<file path="config.mk">
export PLATFORM = sky130hd
export DESIGN_NAME = pe_row_stream
export DESIGN_NICKNAME = d
export VERILOG_FILES = /design/src/rtl/diff_demo_pkg.sv /design/src/rtl/fifo_sync.sv /design/src/rtl/pe_row_stream.sv
export SDC_FILE = /design/constraint.sdc
export NUM_CORES = 2
export LEC_CHECK = 0
export ABC_AREA = 1
export CORE_AREA = 2 2 416 418
export DETAILED_ROUTE_END_ITERATION = 10
export DIE_AREA = 0 0 418 420
export SLEW_MARGIN = 25
export SYNTH_ARGS = -nofsm -noshare
export SYNTH_HDL_FRONTEND = slang
export SYNTH_SLANG_ARGS = --single-unit
</file>
<file path="constraint.sdc">
create_clock -name clk -period 14.1 [get_ports clk]
set_input_delay 4.23 -clock clk [delete_from_list [all_inputs] [get_ports clk]]
set_output_delay 4.23 -clock clk [all_outputs]
set_load 0.01 [all_outputs]
</file>
<file path="src/rtl/diff_demo_pkg.sv">
// Shared types and defaults for the PE row-stream block.
//   pe_rs_state_t   : control FSM states (IDLE, RUN, PUSH)
//   PE_RS_PSUM_W    : default partial-sum width
//   PE_RS_FIFO_D    : default number of buffered output rows
package diff_demo_pkg;

  typedef enum logic [1:0] {
    ST_IDLE = 2'd0,
    ST_RUN  = 2'd1,
    ST_PUSH = 2'd2
  } pe_rs_state_t;

  localparam int PE_RS_PSUM_W = 24;
  localparam int PE_RS_FIFO_D = 4;

endpackage

</file>
<file path="src/rtl/fifo_sync.sv">
// Single-clock first-word-fall-through FIFO.
//   wr_en/wr_data : push (ignored when full in "block" mode)
//   rd_en/rd_data : pop; rd_data shows the head entry, 0 when empty
//   full/empty/count : occupancy status
module fifo_sync #(
  parameter int    WIDTH = 8,
  parameter int    DEPTH = 4,
  parameter string MODE  = "block",
  localparam int   AW    = (DEPTH > 1) ? $clog2(DEPTH) : 1,
  localparam int   CNTW  = $clog2(DEPTH + 1)
) (
  input  logic             clk,
  input  logic             rst_n,
  input  logic             wr_en,
  input  logic [WIDTH-1:0] wr_data,
  input  logic             rd_en,
  output logic [WIDTH-1:0] rd_data,
  output logic             full,
  output logic             empty,
  output logic [CNTW-1:0]  count
);

  logic [WIDTH-1:0] mem [DEPTH];
  logic [AW-1:0]    wptr, rptr;
  logic             do_wr, do_rd;

  assign full  = (count == CNTW'(DEPTH));
  assign empty = (count == '0);
  assign do_rd = rd_en && !empty;
  // In block mode a full FIFO refuses writes even if a pop frees a slot this cycle.
  assign do_wr = wr_en && (!full || (MODE != "block" && do_rd));

  // Gate the head so the output reads 0 whenever nothing is buffered.
  assign rd_data = empty ? '0 : mem[rptr];

  always_ff @(posedge clk) begin
    if (do_wr) mem[wptr] <= wr_data;
  end

  always_ff @(posedge clk or negedge rst_n) begin
    if (!rst_n) begin
      wptr  <= '0;
      rptr  <= '0;
      count <= '0;
    end else begin
      if (do_wr) wptr <= (wptr == AW'(DEPTH - 1)) ? '0 : wptr + 1'b1;
      if (do_rd) rptr <= (rptr == AW'(DEPTH - 1)) ? '0 : rptr + 1'b1;
      if (do_wr && !do_rd)      count <= count + 1'b1;
      else if (do_rd && !do_wr) count <= count - 1'b1;
    end
  end

endmodule

</file>
<file path="src/rtl/pe_row_stream.sv">
// Streaming 1-D convolution row processing element.
// Activations arrive one per transfer; each kernel row of k taps is applied
// across a row of ROW_OUT+k-1 activations, accumulating ROW_OUT saturating
// partial sums. After k legal rows the psum bank is pushed into an output FIFO.
//   cfg_valid/cfg_k/act_signed : configuration, accepted only in IDLE
//   weight_i                   : w[r][t] at bits (r*KMAX+t)*ACT_WIDTH
//   act_*                      : activation stream (ready only in RUN)
//   out_*                      : psum rows, FWFT, psum[0] in LSBs
//   fifo_count/err_len/sat/busy: status
module pe_row_stream
  import diff_demo_pkg::*;
#(
  parameter int  ACT_WIDTH  = 8,
  parameter int  PSUM_WIDTH = PE_RS_PSUM_W,
  parameter int  ROW_OUT    = 6,
  parameter int  KMAX       = 5,
  parameter int  FIFO_DEPTH = PE_RS_FIFO_D,
  localparam int KW         = $clog2(KMAX + 1),
  localparam int FW         = $clog2(FIFO_DEPTH + 1)
) (
  input  logic                            clk,
  input  logic                            rst_n,
  input  logic                            cfg_valid,
  input  logic [KW-1:0]                   cfg_k,
  input  logic                            act_signed,
  input  logic [KMAX*KMAX*ACT_WIDTH-1:0]  weight_i,
  input  logic                            act_valid,
  output logic                            act_ready,
  input  logic [ACT_WIDTH-1:0]            act_data,
  input  logic                            act_last,
  output logic                            out_valid,
  input  logic                            out_ready,
  output logic [ROW_OUT*PSUM_WIDTH-1:0]   out_data,
  output logic [FW-1:0]                   fifo_count,
  output logic                            err_len,
  output logic                            sat,
  output logic                            busy
);

  localparam int CW = $clog2(ROW_OUT + KMAX);
  localparam int PW = 2 * ACT_WIDTH + 1;                     // product width
  localparam int SW = ((PSUM_WIDTH > PW) ? PSUM_WIDTH : PW) + 1;
  localparam logic signed [SW-1:0] PMAX = SW'({(PSUM_WIDTH-1){1'b1}});
  localparam logic signed [SW-1:0] PMIN = ~PMAX;

  pe_rs_state_t state;
  logic [KW-1:0] k_q;
  logic          sgn_q;
  logic [CW-1:0] col_cnt;
  logic [KW-1:0] row_cnt;
  logic [ROW_OUT-1:0][PSUM_WIDTH-1:0] bank, acc;
  logic [ROW_OUT-1:0]                 lane_clip;

  logic                  xfer, end_evt, legal, at_last_col, last_row;
  logic [CW-1:0]         last_col;
  logic signed [ACT_WIDTH:0] a_x;
  logic                  fifo_full, fifo_empty, fifo_wr;

  assign act_ready   = (state == ST_RUN);
  assign busy        = (state != ST_IDLE);
  assign xfer        = act_valid && act_ready;
  assign last_col    = CW'(ROW_OUT) + CW'(k_q) - CW'(2);
  assign at_last_col = (col_cnt == last_col);
  assign end_evt     = act_last || at_last_col;
  assign legal       = act_last && at_last_col;
  assign last_row    = (row_cnt == k_q - KW'(1));
  assign a_x         = {sgn_q & act_data[ACT_WIDTH-1], act_data};
  assign fifo_wr     = (state == ST_PUSH) && !fifo_full;

  // Lane j receives at most one product per transfer: tap t = col_cnt - j.
  for (genvar j = 0; j < ROW_OUT; j++) begin : g_lane
    logic signed [ACT_WIDTH-1:0]  w_sel;
    logic                         hit;
    logic signed [PW-1:0]         prod;
    logic signed [SW-1:0]         sum;
    logic signed [PSUM_WIDTH-1:0] nxt;
    logic                         clp;

    always_comb begin
      w_sel = '0;
      hit   = 1'b0;
      for (int t = 0; t < KMAX; t++) begin
        if (t < int'(k_q) && col_cnt == CW'(j + t)) begin
          hit   = 1'b1;
          w_sel = weight_i[(int'(row_cnt) * KMAX + t) * ACT_WIDTH +: ACT_WIDTH];
        end
      end
      prod = a_x * w_sel;
      if (hit) sum = SW'($signed(bank[j])) + SW'(prod);
      else     sum = SW'($signed(bank[j]));
      nxt = sum[PSUM_WIDTH-1:0];
      clp = 1'b0;
      if (sum > PMAX) begin
        nxt = {1'b0, {(PSUM_WIDTH-1){1'b1}}};
        clp = 1'b1;
      end else if (sum < PMIN) begin
        nxt = {1'b1, {(PSUM_WIDTH-1){1'b0}}};
        clp = 1'b1;
      end
    end

    assign acc[j]       = nxt;
    assign lane_clip[j] = clp;
  end

  always_ff @(posedge clk or negedge rst_n) begin
    if (!rst_n) begin
      state   <= ST_IDLE;
      k_q     <= KW'(1);
      sgn_q   <= 1'b0;
      col_cnt <= '0;
      row_cnt <= '0;
      bank    <= '0;
      err_len <= 1'b0;
      sat     <= 1'b0;
    end else begin
      unique case (state)
        ST_IDLE: if (cfg_valid) begin
          k_q     <= (cfg_k == '0 || cfg_k > KW'(KMAX)) ? KW'(1) : cfg_k;
          sgn_q   <= act_signed;
          col_cnt <= '0;
          row_cnt <= '0;
          state   <= ST_RUN;
        end
        ST_RUN: if (xfer) begin
          if (end_evt && !legal) begin
            // Misaligned row: drop everything gathered for this group.
            err_len <= 1'b1;
            bank    <= '0;
            col_cnt <= '0;
            row_cnt <= '0;
          end else begin
            bank <= acc;
            if (|lane_clip) sat <= 1'b1;
            if (legal) begin
              col_cnt <= '0;
              if (last_row) begin
                row_cnt <= '0;
                state   <= ST_PUSH;
              end else begin
                row_cnt <= row_cnt + 1'b1;
              end
            end else begin
              col_cnt <= col_cnt + 1'b1;
            end
          end
        end
        ST_PUSH: if (!fifo_full) begin
          bank  <= '0;
          state <= ST_RUN;
        end
        default: state <= ST_IDLE;
      endcase
    end
  end

  fifo_sync #(
    .WIDTH (ROW_OUT * PSUM_WIDTH),
    .DEPTH (FIFO_DEPTH),
    .MODE  ("block")
  ) u_fifo (
    .clk     (clk),
    .rst_n   (rst_n),
    .wr_en   (fifo_wr),
    .wr_data (bank),
    .rd_en   (out_ready),
    .rd_data (out_data),
    .full    (fifo_full),
    .empty   (fifo_empty),
    .count   (fifo_count)
  );

  assign out_valid = !fifo_empty;

endmodule

</file>
==> results.txt <==
core area - 171,000 sq um
post-synthesis compound-gate area fraction - 10.3%
DIE HEIGHT - 420 um
Sink Count - 742
Highest Clock Rate - 83.6 MHz
CTS resizes - 0
Slew Limit Fails - 0
Via Count - 57,386
number of max-cap violations - 0
Hold Buf Count CTS - 0
hpwl dp - 169 mm
RSZ-0062 raised after global routing - no
met2 usage - 41.9%
Max H-tree Level - 3
syn_area_per_cell - 8.20 sq um
initial antenna violation count - 9
most frequent cell on the critical path - nand2_1
Crit Path Class - input pin to flop
Syn Nets - 9,530
post-synthesis sequential area ratio - 31.6%
DR WL/cell - 21.0 um
Setup crit start kind - input pin
Cell Area, Synth - 68,000 sq um
Worst Skew - 0.0409 ns
GRT overflow - 0
post-CTS setup buffers - 0
slowest CP cell - nand2_1
Post-synth EDFFs - 576
first-pass GRT wire length - 348 mm
number of remaining DRC errors - 0
worst-path fanout max - 24
Yosys warnings - 0
drt first pass iters - 8
GRT busiest layer - met2
Tmin final - 11.96 ns
XOR/XNOR Fraction of Synth Area - 1.25%
Final GP Congestion - 1.00
Area contributors post-synth - edfxtp_1 (25%), fa_1 (20%), nand2_1 (10%)
final wirelength - 227 mm
setup violators final - 0
worst setup slack after placement - 1.51 ns
ys flop type - edfxtp_1
chip width - 418 um
adder-cell share of the synthesized area - 26.3%
top-level I/O count - 370
met3 global-route usage - 3.60%
asr flop ratio synth - 22.4%
WP data required - 14.69 ns
FP Rows - 152
die area - 176,000 sq um
Slew @ Worst Pin - 1.16 ns
setup ws final - 2.14 ns
Critical Path Max Stage Delay - 0.58 ns
placed cell count - 10,630
DR iter-0 viols - 4,756
final net count - 9,724
vias per inst - 5.32
Root Driver - clkbuf_16
commonest cells in the netlist - nand2_1 (1,868), inv_1 (1,081), nor2_1 (1,017)
Max-slew headroom - 21.9%
Setup crit end kind - flop
Yosys reg bits - 742
Setup TNS Final - 0 ns
largest family of logic cells by synthesized area - adder cells
most frequent cell after synthesis - nand2_1
clk_lat worst skew - 0.73 ns
R2R setup slack - 3.26 ns
Design Area, Final - 76,400 sq um
top-area cell type share of the netlist area - 25.4%
Leak - 0.0367 uW
largest net degree at the start of global routing - 248
post-synth top area cell - edfxtp_1
hold_ws - 0.481 ns
Synth Area in Simple Gates - 22.2%
clk buf depth - 3
Hold Path Class - flop to flop
mux contribution to synthesized area - 0.0166%
areal power density over the cells - 227 nW/um^2
met1 Usage GRT - 34.8%
starting density of the core - 39.8%
Area Growth Syn to Fin - 12.3%
PortBufs - 369
post-route ant nets - 0
final cycle utilization of the critical path - 84.8%
layout cells sized above 1 - 4.46%
All-Layer GR Usage - 26.0%
worst path arrival time - 12.55 ns
Cells after Synth - 8,287
status - completed
number of global-route vias before repair - 56,972
Fin. Hold Viols - 0
CTS tree - built
total CTS buffers - 82
clock-pin slew on the worst setup and hold paths - 0.06 ns
Non-Filler Instances - 10,791
maximum VDD drop - 0.000438 V
Distinct cells, synth - 54
placed cell area - 73,700 sq um
final timing paths:
check	startpoint	depth (start not counted)	end
hold reg to reg	err_len$_DFFE_PN0P_	1	err_len$_DFFE_PN0P_
max in group asynchronous	rst_n	3	bank[11]$_DFFE_PN0P_
setup reg to reg	row_cnt[1]$_DFFE_PN0P_	36	bank[102]$_DFFE_PN0P_
setup / recovery	weight_i[161]	39	sat$_DFFE_PN0P_
min in group asynchronous	rst_n	1	bank[66]$_DFFE_PN0P_
hold / removal	err_len$_DFFE_PN0P_	1	err_len$_DFFE_PN0P_
cells by family (layout without fill, tap and decap cells):
logic type      count (synthesis)  in the layout
simple gates                 3663           3663
buf+inv                      1462           1723
compound gates               1304           1304
fa+ha+maj                    1025           1025
flops                         742            742
xor+xnor                       90             90
mux                             1              1
other cells                     0             10
metal layers:
layer / up-vias / routed length [um]
li1: 27144 / -
met1: 27887 / 97600
met2: 1892 / 105000
met3: 463 / 13700
met4: 0 / 10700
met5: - / 0
where the power goes:
| part | total (uW) | switching (uW) | internal (uW) |
|---|---|---|---|
| clock | 2100 | 941 | 1150 |
| sequential | 3070 | 307 | 2760 |
| combinational | 12200 | 7770 | 4400 |
sequential cells by signal, indices dropped and copies added (netlist names):
| register | cells |
|---|---|
| bank | 144 |
| k_q | 3 |
| err_len | 1 |
| u_fifo.count | 3 |
| sgn_q | 1 |
| u_fifo.wptr | 2 |
| col_cnt | 4 |
| state | 2 |
| u_fifo.rptr | 2 |
| u_fifo.mem | 576 |
| row_cnt | 3 |
| sat | 1 |
through the flow:
step | utilization, % | power (uW)
after floorplan | - | 11400
after global placement | 43.1 | 15100
after detailed placement | 43.1 | 15200
after CTS | 44.6 | 17400
after global routing | 44.7 | 19100
final | 44.7 | 17300
layout by cell type (no fill, tap or decap), drive strengths merged, types with 6 or more instances in the layout:
| master | netlist | layout |
|---|---|---|
| xor2 | 47 | 47 |
| o211ai | 116 | 116 |
| nand4 | 51 | 51 |
| o21bai | 10 | 10 |
| clkdlybuf4s50 | 0 | 366 |
| nand2 | 1904 | 1904 |
| inv | 1111 | 1122 |
| xnor2 | 43 | 43 |
| fa | 673 | 673 |
| o22ai | 21 | 21 |
| a21oi | 463 | 463 |
| a21o | 8 | 8 |
| buf | 166 | 84 |
| nand3 | 599 | 599 |
| or2 | 19 | 19 |
| diode | 0 | 10 |
| nor2 | 1037 | 1037 |
| and2 | 6 | 6 |
| edfxtp | 576 | 576 |
| clkbuf | 175 | 110 |
| ha | 352 | 352 |
| dfrtp | 165 | 165 |
| a21boi | 6 | 6 |
| o21ai | 664 | 664 |
| clkinv | 10 | 35 |
| nor3 | 36 | 36 |
worst max-delay path: cells and delay by family:
kind | cells | cell delay (ns)
buffers and inverters | 5 | 1.10
and+or+nand+nor | 25 | 4.14
AOI/OAI and AO/OA | 3 | 0.66
adders and majority gates | 6 | 2.40
cell type report:
type                       instances  area (sq um)
antenna                           10          25.0
clock buffer                     109          2200
clock inverter                    42           388
fill                           16819         94600
inverter                        1121          4220
multi-input combinational       6083         40900
sequential                       742         21500
tap                             2233          2790
timing repair buffer             451          4340
(Power assumes the default switching activity.)
